**config.mk**
```make
export PLATFORM = sky130hd
export DESIGN_NAME = alu_share_arbiter
export DESIGN_NICKNAME = d
export VERILOG_FILES = /design/src/rtl/alu_pkg.sv /design/src/rtl/alu.sv /design/src/rtl/alu_share_arbiter.sv
export SDC_FILE = /design/constraint.sdc
export NUM_CORES = 1
export LEC_CHECK = 0
export CORE_ASPECT_RATIO = 0.75
export CORE_MARGIN = 4
export CORE_UTILIZATION = 40
export CTS_BUF_LIST = sky130_fd_sc_hd__clkbuf_8
export DETAILED_ROUTE_END_ITERATION = 12
export DONT_BUFFER_PORTS = 1
export PLACE_DENSITY = 0.53
export SLEW_MARGIN = 20
export SYNTH_ARGS = -nofsm -noshare
export SYNTH_HDL_FRONTEND = slang
export SYNTH_SLANG_ARGS = --single-unit
```
**constraint.sdc**
```tcl
create_clock -name clk -period 10.5 [get_ports clk]
set_input_delay 1.575 -clock clk [delete_from_list [all_inputs] [get_ports clk]]
set_output_delay 1.575 -clock clk [all_outputs]
set_load 0.03 [all_outputs]
```
**src/rtl/alu_pkg.sv**
```systemverilog
// ============================================================================
// Module      : alu_pkg
// Description : ALU op encodings and requester IDs shared by the execute-stage
//               ALU and its two-requester arbiter.
// Revision    : 1.0 - initial release
// ============================================================================
`default_nettype none

package alu_pkg;

    localparam logic [3:0] ALU_ADD    = 4'b0000;
    localparam logic [3:0] ALU_SUB    = 4'b0001;
    localparam logic [3:0] ALU_SLL    = 4'b0010;
    localparam logic [3:0] ALU_SLT    = 4'b0011;
    localparam logic [3:0] ALU_SLTU   = 4'b0100;
    localparam logic [3:0] ALU_XOR    = 4'b0101;
    localparam logic [3:0] ALU_SRL    = 4'b0110;
    localparam logic [3:0] ALU_SRA    = 4'b0111;
    localparam logic [3:0] ALU_OR     = 4'b1000;
    localparam logic [3:0] ALU_AND    = 4'b1001;
    localparam logic [3:0] ALU_BEQ    = 4'b1010;
    localparam logic [3:0] ALU_BLTU   = 4'b1011;
    localparam logic [3:0] ALU_BLT    = 4'b1100;
    localparam logic [3:0] ALU_PASSB  = 4'b1101;
    localparam logic [3:0] ALU_OP_MAX = 4'b1101;

    // Requester 0 is the execute pipeline, requester 1 the auxiliary unit.
    localparam logic REQ_ID0 = 1'b0;
    localparam logic REQ_ID1 = 1'b1;

    function automatic logic op_is_legal(input logic [3:0] op);
        return (op <= ALU_OP_MAX);
    endfunction

endpackage : alu_pkg

`default_nettype wire

```
**src/rtl/alu.sv**
```systemverilog
// ============================================================================
// Module      : alu
// Description : Combinational integer ALU with branch-compare support.
// Revision    : 1.0 - initial release
// ============================================================================
`default_nettype none

module alu
    import alu_pkg::*;
#(
    parameter int DATA_WIDTH = 32
) (
    input  logic [DATA_WIDTH-1:0] a,
    input  logic [DATA_WIDTH-1:0] b,
    input  logic [3:0]            op,
    input  logic                  f3b0,
    output logic [DATA_WIDTH-1:0] result,
    output logic                  illegal
);

    localparam int c_SHW = $clog2(DATA_WIDTH);

    logic [c_SHW-1:0] w_shamt;
    logic             w_lt_s;
    logic             w_lt_u;
    logic             w_eq;

    assign w_shamt = b[c_SHW-1:0];
    assign w_lt_s  = ($signed(a) < $signed(b));
    assign w_lt_u  = (a < b);
    assign w_eq    = (a == b);

    // Compares return 0/1; f3b0 inverts the branch-compare sense.
    always_comb begin
        result  = '0;
        illegal = !op_is_legal(op);
        case (op)
            ALU_ADD:   result = a + b;
            ALU_SUB:   result = a - b;
            ALU_SLL:   result = a << w_shamt;
            ALU_SLT:   result = {{(DATA_WIDTH-1){1'b0}}, w_lt_s};
            ALU_SLTU:  result = {{(DATA_WIDTH-1){1'b0}}, w_lt_u};
            ALU_XOR:   result = a ^ b;
            ALU_SRL:   result = a >> w_shamt;
            ALU_SRA:   result = $unsigned($signed(a) >>> w_shamt);
            ALU_OR:    result = a | b;
            ALU_AND:   result = a & b;
            ALU_BEQ:   result = {{(DATA_WIDTH-1){1'b0}}, w_eq ^ f3b0};
            ALU_BLTU:  result = {{(DATA_WIDTH-1){1'b0}}, w_lt_u ^ f3b0};
            ALU_BLT:   result = {{(DATA_WIDTH-1){1'b0}}, w_lt_s ^ f3b0};
            ALU_PASSB: result = b;
            default:   result = '0;
        endcase
    end

endmodule : alu

`default_nettype wire

```
**src/rtl/alu_share_arbiter.sv**
```systemverilog
// ============================================================================
// Module      : alu_share_arbiter
// Description : Round-robin sharing of one ALU between two requesters with a
//               one-entry registered valid/ready response slot.
// Revision    : 1.0 - initial release
// ============================================================================
`default_nettype none

module alu_share_arbiter
    import alu_pkg::*;
#(
    parameter int DATA_WIDTH = 32,
    parameter int CNT_WIDTH  = 16
) (
    input  logic                  clk,
    input  logic                  rst_n,
    input  logic                  req0_valid,
    output logic                  req0_ready,
    input  logic [DATA_WIDTH-1:0] req0_a,
    input  logic [DATA_WIDTH-1:0] req0_b,
    input  logic [3:0]            req0_op,
    input  logic                  req0_f3b0,
    input  logic                  req1_valid,
    output logic                  req1_ready,
    input  logic [DATA_WIDTH-1:0] req1_a,
    input  logic [DATA_WIDTH-1:0] req1_b,
    input  logic [3:0]            req1_op,
    input  logic                  req1_f3b0,
    output logic                  rsp0_valid,
    input  logic                  rsp0_ready,
    output logic                  rsp1_valid,
    input  logic                  rsp1_ready,
    output logic [DATA_WIDTH-1:0] rsp_data,
    output logic                  rsp_err,
    output logic [CNT_WIDTH-1:0]  contention_cnt
);

    logic                  r_out_valid;
    logic                  r_owner;
    logic                  r_last_grant;
    logic [DATA_WIDTH-1:0] r_rsp_data;
    logic                  r_rsp_err;
    logic [CNT_WIDTH-1:0]  r_cnt;

    logic                  w_both;
    logic                  w_grant_id;
    logic                  w_slot_free;
    logic                  w_accept;
    logic [DATA_WIDTH-1:0] w_alu_a;
    logic [DATA_WIDTH-1:0] w_alu_b;
    logic [3:0]            w_alu_op;
    logic                  w_alu_f3b0;
    logic [DATA_WIDTH-1:0] w_alu_result;
    logic                  w_alu_illegal;

    assign w_both = req0_valid & req1_valid;

    // On a tie the requester that did not win last time is favoured.
    always_comb begin
        w_grant_id = REQ_ID0;
        if (w_both) begin
            w_grant_id = ~r_last_grant;
        end else if (req1_valid) begin
            w_grant_id = REQ_ID1;
        end
    end

    assign w_slot_free = ~r_out_valid | ((r_owner == REQ_ID0) ? rsp0_ready : rsp1_ready);
    assign req0_ready  = w_slot_free & req0_valid & (w_grant_id == REQ_ID0);
    assign req1_ready  = w_slot_free & req1_valid & (w_grant_id == REQ_ID1);
    assign w_accept    = req0_ready | req1_ready;

    always_comb begin
        w_alu_a    = req0_a;
        w_alu_b    = req0_b;
        w_alu_op   = req0_op;
        w_alu_f3b0 = req0_f3b0;
        if (w_grant_id == REQ_ID1) begin
            w_alu_a    = req1_a;
            w_alu_b    = req1_b;
            w_alu_op   = req1_op;
            w_alu_f3b0 = req1_f3b0;
        end
    end

    alu #(
        .DATA_WIDTH (DATA_WIDTH)
    ) u_alu (
        .a       (w_alu_a),
        .b       (w_alu_b),
        .op      (w_alu_op),
        .f3b0    (w_alu_f3b0),
        .result  (w_alu_result),
        .illegal (w_alu_illegal)
    );

    // A drain and a new accept on the same edge simply overwrite the slot.
    always_ff @(posedge clk or negedge rst_n) begin
        if (!rst_n) begin
            r_out_valid  <= 1'b0;
            r_owner      <= REQ_ID0;
            r_last_grant <= REQ_ID1;
            r_rsp_data   <= '0;
            r_rsp_err    <= 1'b0;
        end else if (w_accept) begin
            r_out_valid  <= 1'b1;
            r_owner      <= w_grant_id;
            r_last_grant <= w_grant_id;
            r_rsp_data   <= w_alu_illegal ? '0 : w_alu_result;
            r_rsp_err    <= w_alu_illegal;
        end else if (w_slot_free) begin
            r_out_valid  <= 1'b0;
        end
    end

    always_ff @(posedge clk or negedge rst_n) begin
        if (!rst_n) begin
            r_cnt <= '0;
        end else if (w_both && (r_cnt != {CNT_WIDTH{1'b1}})) begin
            r_cnt <= r_cnt + CNT_WIDTH'(1);
        end
    end

    assign rsp0_valid     = r_out_valid & (r_owner == REQ_ID0);
    assign rsp1_valid     = r_out_valid & (r_owner == REQ_ID1);
    assign rsp_data       = r_rsp_data;
    assign rsp_err        = r_rsp_err;
    assign contention_cnt = r_cnt;

endmodule : alu_share_arbiter

`default_nettype wire
```
# Word level (Yosys, flattened, before mapping)

Index checks and enable logic that the tools add are counted.

$add $sub $neg: 3
Order comparisons: 3
Equality and inequality tests: 15
Shift operators: 3
Muxes and demuxes: 11
Bitwise gates (word level): 19
Reductions and logical operators: 4

Operators with widths:

| kind                                                   | count |
|---|---|
| case mux 32 bit (14 select lines)                      | 1 |
| 2-to-1 mux 32 bit                                      | 3 |
| less-than comparator 32 bit                            | 2 |
| adder 32 bit                                           | 1 |
| AND 32 bit                                             | 1 |
| == test 32 bit                                         | 1 |
| OR 32 bit                                              | 1 |
| left shift 32 x 5 -> 32 bit                            | 1 |
| >> shifter 32 x 5 -> 32 bit                            | 1 |
| >>> shifter 32 x 5 -> 32 bit                           | 1 |
| subtractor 32 bit                                      | 1 |
| bitwise XOR 32 bit                                     | 1 |
| == test 4 bit (second input constant)                  | 6 |
| adder 16 x 1 -> 16 bit (second input constant)         | 1 |
| == test 4 x 3 -> 1 bit (second input constant)         | 4 |
| != test 16 bit (second input constant)                 | 1 |
| == test 4 x 2 -> 1 bit (second input constant)         | 2 |
| AND 1 bit                                              | 7 |
| 2-to-1 mux 1 bit                                       | 6 |
| == test 4 x 1 -> 1 bit (second input constant)         | 1 |
| less-or-equal comparator 4 bit (second input constant) | 1 |
| zero test 4 bit                                        | 1 |
| 2-to-1 mux 4 bit                                       | 1 |
| NOT 1 bit                                              | 4 |
| 5 further kinds                                        | 8 |

Register bits after elaboration: 52
Input port bits: 144
Output and inout bits: 53
Word-level logic and storage cells: 64

# Logic depth before layout (Yosys ltp)

Gate-level depths: netlist of run 1.

Depth in word-level cells: 7
Depth in mapped cells: 23
Mapped depth without buffers: 16

# Modules after synthesis

Synthesis of run 1 repeated with hierarchy kept, for this count alone.

Cell total of the unflattened synthesis: 1570
Area total of the unflattened synthesis: 12333.1 um^2

By module, submodules not included:

| module            | instances | cells each | area each (um^2) | seq. area each (um^2) |
|---|---|---|---|---|
| alu               | 1         | 1266       | 9168.8           | 0.0 |
| alu_share_arbiter | 1         | 304        | 3164.3           | 1302.5 |

# Worst setup path after synthesis of run 1

OpenSTA, ideal clock, no wires.

Kind: input to register
From: input port req1_valid
To: register r_rsp_data[30] (netlist: rsp_data[30])
Library setup time: 0.134 ns
Arrival: 6.080 ns
Data required time: 10.366 ns
Setup slack: 4.287 ns
Stages on the path: 22
Buffers on the path: 7
Path through: a21bo_1 -> buf_6 -> buf_6 -> buf_2 -> buf_2 -> buf_1 -> clkbuf_1 -> clkbuf_1 -> nand2_1 -> nand2_1 -> inv_1 -> fa_1 -> nor2b_1 -> o31ai_1 -> a211oi_1 -> nor3_1 -> o21ai_1 -> a21oi_1 -> o31ai_1 -> mux2_2 -> o31ai_1 -> a31oi_1

Longest elaborated chain between the ends: 6
Elaborated cells on any way between the ends: 36
Those cells by class: add/sub (2); order compare (1); eq/ne (13); shift (3); mux (7); bitwise (9); reduce/logical (1)

Ends and longest elaborated chain:

| element                                               | line                                             | source |
|---|---|---|
| start, declared                                       | alu_share_arbiter.sv:23                          | `input logic req1_valid,` |
| 2-to-1 mux 1 bit or AND 1 bit (tied branches)         | alu_share_arbiter.sv:63, alu_share_arbiter.sv:56 |  |
| 2-to-1 mux 1 bit                                      | alu_share_arbiter.sv:61                          | `if (w_both) begin` |
| 2-to-1 mux 32 bit or 2-to-1 mux 4 bit (tied branches) | alu_share_arbiter.sv:78                          | `if (w_grant_id == REQ_ID1) begin` |
| subtractor 32 bit, or another cell as far along       | alu.sv:39                                        | `ALU_SUB: result = a - b;` |
| case mux 32 bit (14 select lines)                     | alu.sv:37                                        | `case (op)` |
| 2-to-1 mux 32 bit                                     | alu_share_arbiter.sv:109                         | `r_rsp_data <= w_alu_illegal ? '0 : w_alu_result;` |
| end signal, assigned                                  | alu_share_arbiter.sv:109                         |  |
| end, declared                                         | alu_share_arbiter.sv:41                          | `logic [DATA_WIDTH-1:0] r_rsp_data;` |

Several ways; a longest one is shown, not always the timed one.
A chain may end at the register's enable or synchronous reset.

# Final worst setup path of run 1

From: input port req1_valid
To: register r_rsp_data[25] (netlist: rsp_data[25])

Same word-level chain as after synthesis.

==> results of run 1 <==
==> per-stage QoR <==
| stage | utilization, % | setup WS [ns] | cells | power [W] | cell area (sq um) |
|---|---|---|---|---|---|
| after global routing | 41.4 | 4.16 | 2380 | 0.00254 | 13900 |
| after floorplan | - | 4.29 | 2045 | 0.00166 | 13700 |
| after detailed placement | 41.1 | 4.09 | 2372 | 0.00220 | 13800 |
| after CTS | 41.3 | 4.50 | 2380 | 0.00235 | 13900 |
| final | 41.4 | 4.31 | 2381 | 0.00241 | 13900 |
| after global placement | 41.1 | 4.20 | 2372 | 0.00220 | 13800 |
==> power by group <==
group          internal (W)  total (W)  switching (W)
registers          0.000268   0.000479       0.000211
logic              0.000561    0.00178        0.00122
clock network     0.0000495   0.000145      0.0000954
total              0.000878    0.00241        0.00153
==> state kept, by name (all words and copies together), names as in the netlist <==
| name | flops |
|---|---|
| contention_cnt | 16 |
| r_last_grant | 1 |
| r_out_valid | 1 |
| r_owner | 1 |
| rsp_data | 32 |
| rsp_err | 1 |
==> cells by family after synthesis <==
| family | share of synthesized area (%) |
|---|---|
| xor+xnor | 1.79 |
| flops | 9.49 |
| compound gates | 30.8 |
| fa+ha+maj | 9.23 |
| simple gates | 25.4 |
| mux | 15.3 |
| buf+inv | 8.02 |
==> area by class of cell <==
| cell class | count | area share, % |
|---|---|---|
| Antenna cell | 1 | 0.0180 |
| Clock buffer | 5 | 0.494 |
| Clock inverter | 3 | 0.198 |
| Inverter | 100 | 2.69 |
| Multi-Input combinational cell | 1742 | 81.7 |
| Sequential cell | 52 | 9.35 |
| Tap cell | 450 | 4.04 |
| Timing Repair Buffer | 28 | 1.51 |
==> critical path, delay by kind of cell <==
kind | cells | cell delay (ns)
simple gates | 4 | 1.19
fa+ha+maj | 1 | 0.41
compound gates | 7 | 1.69
buf+inv | 2 | 1.23
mux | 1 | 0.36
==> placed cells by master (no fill, tap or decap), types with 7 or more instances in the layout <==
cell and instances:
o21a_1 8, o221ai_1 19, o22ai_1 26, a221oi_1 29
buf_4 28, nand3_1 51, a211oi_1 47, a221o_1 10
a21oi_1 176, a31oi_1 26, ha_1 98, and2_1 9
o211ai_1 30, a2111oi_0 9, nand4_1 15, a32oi_1 7
nor2_1 170, or2_2 7, o2111ai_1 9, o21bai_1 11
nor2b_1 27, xnor2_1 22, a22oi_1 12, mux2_2 22
o21ai_0 112, mux2i_1 171, o31ai_1 22, nor3_1 44
inv_1 96, nor4_1 17, a21o_1 20, nand2_1 364
and3_1 10, dfrtp_1 51, nand2b_1 17
==> routing by layer <==
layer	global-route usage (%)	wire (um)	part of all wire [%]
met1	50.8	30500	44
met2	51.4	28400	41
met3	7.29	7360	11
met4	14.3	3570	5.1
met5	0	13	0.019
==> path summary, 6_finish.rpt <==
kind / start / endpoint / slack (ns) / cells after the start
min in group asynchronous: rst_n / rsp_data[1] / 0.89 / 0
worst max-delay path: req1_valid / rsp_data[25] / 4.31 / 15
worst max register to register: r_last_grant / rsp_data[25] / 4.95 / 15
worst min register to register: r_last_grant / r_last_grant / 0.57 / 2
worst min-delay path: r_last_grant / r_last_grant / 0.57 / 2
max in group asynchronous: rst_n / r_last_grant / 9.39 / 0
==> metrics.md, run 1 <==
| Metric | Value |
|---|---|
| Post-synth top cells | `365 x nand2_1, 176 x a21oi_1, 173 x mux2i_1, 170 x nor2_1, 112 x o21ai_0` |
| CTS sink count | `between 50 and 60` |
| Multi-input gate area | `11,400 sq um` |
| Number of global-route vias before repair | `around 15k` |
| Syn_nets | `around 2.3k` |
| Cell taking the most area after synthesis | `mux2i_1` |
| Skew final | `0.0225 ns` |
| Vias per cell | `6.83` |
| Post-synthesis cell type count | `94` |
| CTS Buffer Depth | `2` |
| Most used cell, CP | `buf_4` |
| Hold_buf cts | `0` |
| Most frequent cell after synthesis | `nand2_1` |
| DR vias | `16.3k` |
| Worst Path Required | `10.82 ns` |
| Initial DRC count | `between 2k and 2.5k` |
| Predominant post-synthesis flop cell | `dfrtp_1` |
| Routed wire length | `around 70,000 um` |
| Core ar. | `around 34,000 sq um` |
| CP startpoint kind | `input pin` |
| Register Area | `1300 sq um` |
| Critical path data arrival time | `6.51 ns` |
| H-tree lvl count | `2` |
| Setup TNS | `0 ns` |
| Maximum VDD drop | `approximately 0.000083 V` |
| Hold Slack | `~0.57 ns` |
| Final Hold Fails | `0` |
| Slowest CP cell | `buf_4` |
| Grt ovf | `0` |
| Post-CTS sizing | `0` |
| Synth Warn # | `0` |
| Die area | `37,400 sq um` |
| Period utilization | `59.0%` |
| Gr usage total | `around a third` |
| Max Fanout on Critical Path | `72` |
| Layout cells sized above 1 | `4.97%` |
| Power Dens Cells | `173 nW/um^2` |
| Fmax | `161 MHz` |
| Area contributors post-synth | `mux2i_1 13%, nand2_1 10%, dfrtp_1 9.3%` |
| Final ANT Viol Nets | `0` |
| Clk slew on worst S/H paths | `approximately 0.13 ns` |
| Nets | `2,173` |
| CTS Buf Count | `5` |
| Register area share after synthesis | `9.49%` |
| Remaining DRCs | `0` |
| Cells after Synth | `2,045` |
| CP max stage delay | `0.66 ns` |
| Filler instances | `3,662` |
| Crit-path cells | `a21bo_4 > buf_4 > mux2i_4 > buf_4 > ha_1 > nor3b_1 > o311ai_0 > nand3_1 > a21o_1 > o2bb2ai_1 > nor2_1 > or3_1 > a211o_1 > a31oi_1 > a221o_1` |
| Critical Path End Type | `flop` |
| Slew Limit Fails | `0` |
| Crit path kind | `input pin to flop` |
| RD Place Congestion | `1.05` |
| Skew-Pair Late Insertion Delay | `around 0.37 ns` |
| Synth Area per Inst | `6.71 sq um` |
| Setup violators final | `0` |
| Slew @ Worst Pin | `1.14 ns` |
| Std cell rows | `58` |
| Largest net degree at the start of global routing | `78` |
| Yosys top cell area share | `12.6%` |
| Max-cap violations | `0` |
| Port bufs | `0` |
| CTS tree | `built` |
| #FFs+latches synth | `52` |
| HP Class | `flop to flop` |
| Root Buffer | `clkbuf_8` |
| Cell Area, Synth | `13,700 sq um` |
| Relative slew slack | `23.8%` |
| Minimum clock period after layout | `6.19 ns` |
| Synthesis-to-layout area growth | `1.54%` |
| Post-DP HPWL | `roughly 54,000 um` |
| Leakage | `6.07 nW` |
| Initial antenna violation count | `1` |
| Status | `finished clean` |
| Async SR Flop Fraction | `100%` |
| WL/cell | `29.3 um` |
| I/O pin total | `197` |
| Chip Width | `between 200 and 250 um` |
| TritonRoute pass-1 iters | `5` |
| DIE HEIGHT | `168 um` |
| Post-synth EDFFs | `0` |
| Setup repair after global routing missed its margin | `false` |
| Global-route wire length before repair | `101,000 um` |
| Setup bufs post-CTS | `0` |
| Initial core utilization | `40.7%` |
No activity file was read; power rests on OpenSTA's default activity.
==> run 2, diff against run 1 <==
- clock period: 10.5 -> 6.4 ns (I/O delays scaled with it)
==> metrics.md, run 2 (synthesis results as in run 1) <==
| Metric | Value |
|---|---|
| Slew Limit Fails | `0` |
| Multi-input gate area | `around 11,000 sq um` |
| Hold Slack | `around 0.27 ns` |
| Initial antenna violation count | `1` |
| Routed wire length | `71,200 um` |
| RD Place Congestion | `1.08` |
| Maximum VDD drop | `0.000124 V` |
| Die area | `approximately 37,000 sq um` |
| Skew-Pair Late Insertion Delay | `0.36 ns` |
| Nets | `2,190` |
| Final Hold Fails | `0` |
| Initial DRC count | `2,605` |
| Synthesis-to-layout area growth | `2.55%` |
| CTS sink count | `52` |
| Max Fanout on Critical Path | `between 40 and 50` |
| WL/cell | `29.7 um` |
| Clk slew on worst S/H paths | `0.13 ns` |
| Final ANT Viol Nets | `0` |
| Global-route wire length before repair | `103,000 um` |
| Leakage | `approximately 6 nW` |
| Minimum clock period after layout | `between 5 and 6 ns` |
| Power Dens Cells | `around 280 nW/um^2` |
| Post-DP HPWL | `55,900 um` |
| I/O pin total | `197` |
| CTS tree | `built` |
| Core ar. | `33,700 sq um` |
| Most frequent cells in the layout | `364 x nand2_1, 176 x a21oi_1, 171 x mux2i_1, 170 x nor2_1, 112 x o21ai_0` |
| H-tree lvl count | `2` |
| Period utilization | `about 83%` |
| Grt ovf | `0` |
| DR vias | `16.4k` |
| Setup violators final | `0` |
| Max-cap violations | `0` |
| Reg2reg end | `rsp_data[24]` |
| Top sig layer | `met4` |
| Post-CTS sizing | `0` |
| Metal3 WL | `7560 um` |
| Remaining DRCs | `0` |
| Max FFs per register | `32` |
| Setup TNS | `0 ns` |
| Slew @ Worst Pin | `0.969 ns` |
| Setup repair after global routing missed its margin | `false` |
| Number of global-route vias before repair | `~15k` |
| Critical path data arrival time | `5.58 ns` |
| R2R setup slack | `1.13 ns` |
| Leading cell type in the layout, fill and taps excluded | `nand2_1` |
| Met1 WL | `31,400 um` |
| Status | `finished clean` |
| Largest net degree at the start of global routing | `78` |
| Layout cells sized above 1 | `5.70%` |
| HP Class | `input pin to async pin` |
| Vias per cell | `6.82` |
| TritonRoute pass-1 iters | `8` |
| Crit path kind | `input pin to flop` |
| Relative slew slack | `34.7%` |
| Metal2 WL | `28,900 um` |
| Filler instances | `around 3.7k` |
| Port bufs | `0` |
| DIE HEIGHT | `168 um` |
| Skew final | `0.0162 ns` |
| CTS Buffer Depth | `2` |
| Register Area | `1300 sq um` |
| Critical Path End Type | `flop` |
| Gr usage total | `between 30 and 40%` |
| Chip Width | `approximately 220 um` |
| Initial core utilization | `40.7%` |
| R2R cell count | `17` |
| Fmax | `approximately 190 MHz` |
| Worst r2r src | `r_last_grant` |
| Std cell rows | `58` |
| Setup bufs post-CTS | `0` |
| Hold_buf cts | `0` |
| Root Buffer | `clkbuf_8` |
| CTS Buf Count | `5` |
| Worst Path Required | `6.69 ns` |
| CP startpoint kind | `input pin` |
-- run 2: final cells by class --
cell class / count / area share, %
multi-input cells: 1742 / 80.8
flip-flops and latches: 52 / 9.26
well taps: 450 / 4.00
inverters: 100 / 2.67
repair buffers: 45 / 2.58
clock buffers: 5 / 0.489
clock inverters: 3 / 0.142
diodes: 1 / 0.0178
-- run 2: worst max-delay path: stages --
cell and delay, ns:
a21bo_4 0.72, buf_4 0.34, nand2_1 0.07, nand2_1 0.11, ha_1 0.42, inv_1 0.12
fa_1 0.49, o21bai_1 0.22, a211oi_1 0.14, o211ai_1 0.27, and4bb_2 0.35, o311a_1 0.28
nand3_1 0.15, o21ai_0 0.14, a211oi_1 0.10, a2111oi_0 0.43, a2bb2oi_1 0.20
-- run 2: how the worst max path moves through the flow --
stage                 startpoint           end  cells past startpoint
finish                req1_valid  rsp_data[24]                     17
global route        r_last_grant  rsp_data[24]                     17
CTS                   req1_valid  rsp_data[24]                     17
detailed placement    req1_valid  rsp_data[28]                     17
global placement      req1_valid  rsp_data[28]                     17
floorplan             req1_valid  rsp_data[30]                     22
-- run 2: where the power goes --
group,leakage (nW),internal [W],switching (W),total (W)
clock,0.0455,0.0000772,0.000151,0.000229
sequential,0.671,0.000439,0.000349,0.000788
combinational,5.45,0.000948,0.00200,0.00295
total,6.16,0.00146,0.00250,0.00397
-- run 2: metrics by stage --
| step | total power, W | std cells | utilization, % | worst slack, ns | instance area, sq um |
|---|---|---|---|---|---|
| 6_report | 0.00397 | 2398 | 41.8 | 1.10 | 14100 |
| 5_1_grt | 0.00419 | 2397 | 41.8 | 0.678 | 14100 |
| 4_1_cts | 0.00387 | 2397 | 41.8 | 1.26 | 14100 |
| 3_5_place_dp | 0.00363 | 2389 | 41.5 | 0.910 | 14000 |
| 3_3_place_gp | 0.00364 | 2389 | 41.5 | 0.891 | 14000 |
| 2_1_floorplan | 0.00273 | 2045 | - | 0.802 | 13700 |
-- run 2: routing by layer --
metal / vias up / track usage, %
li1: 7307 / -
met3: 146 / 7.20
met1: 7920 / 52.1
met5: - / 0
met4: 0 / 12.8
met2: 985 / 52.5
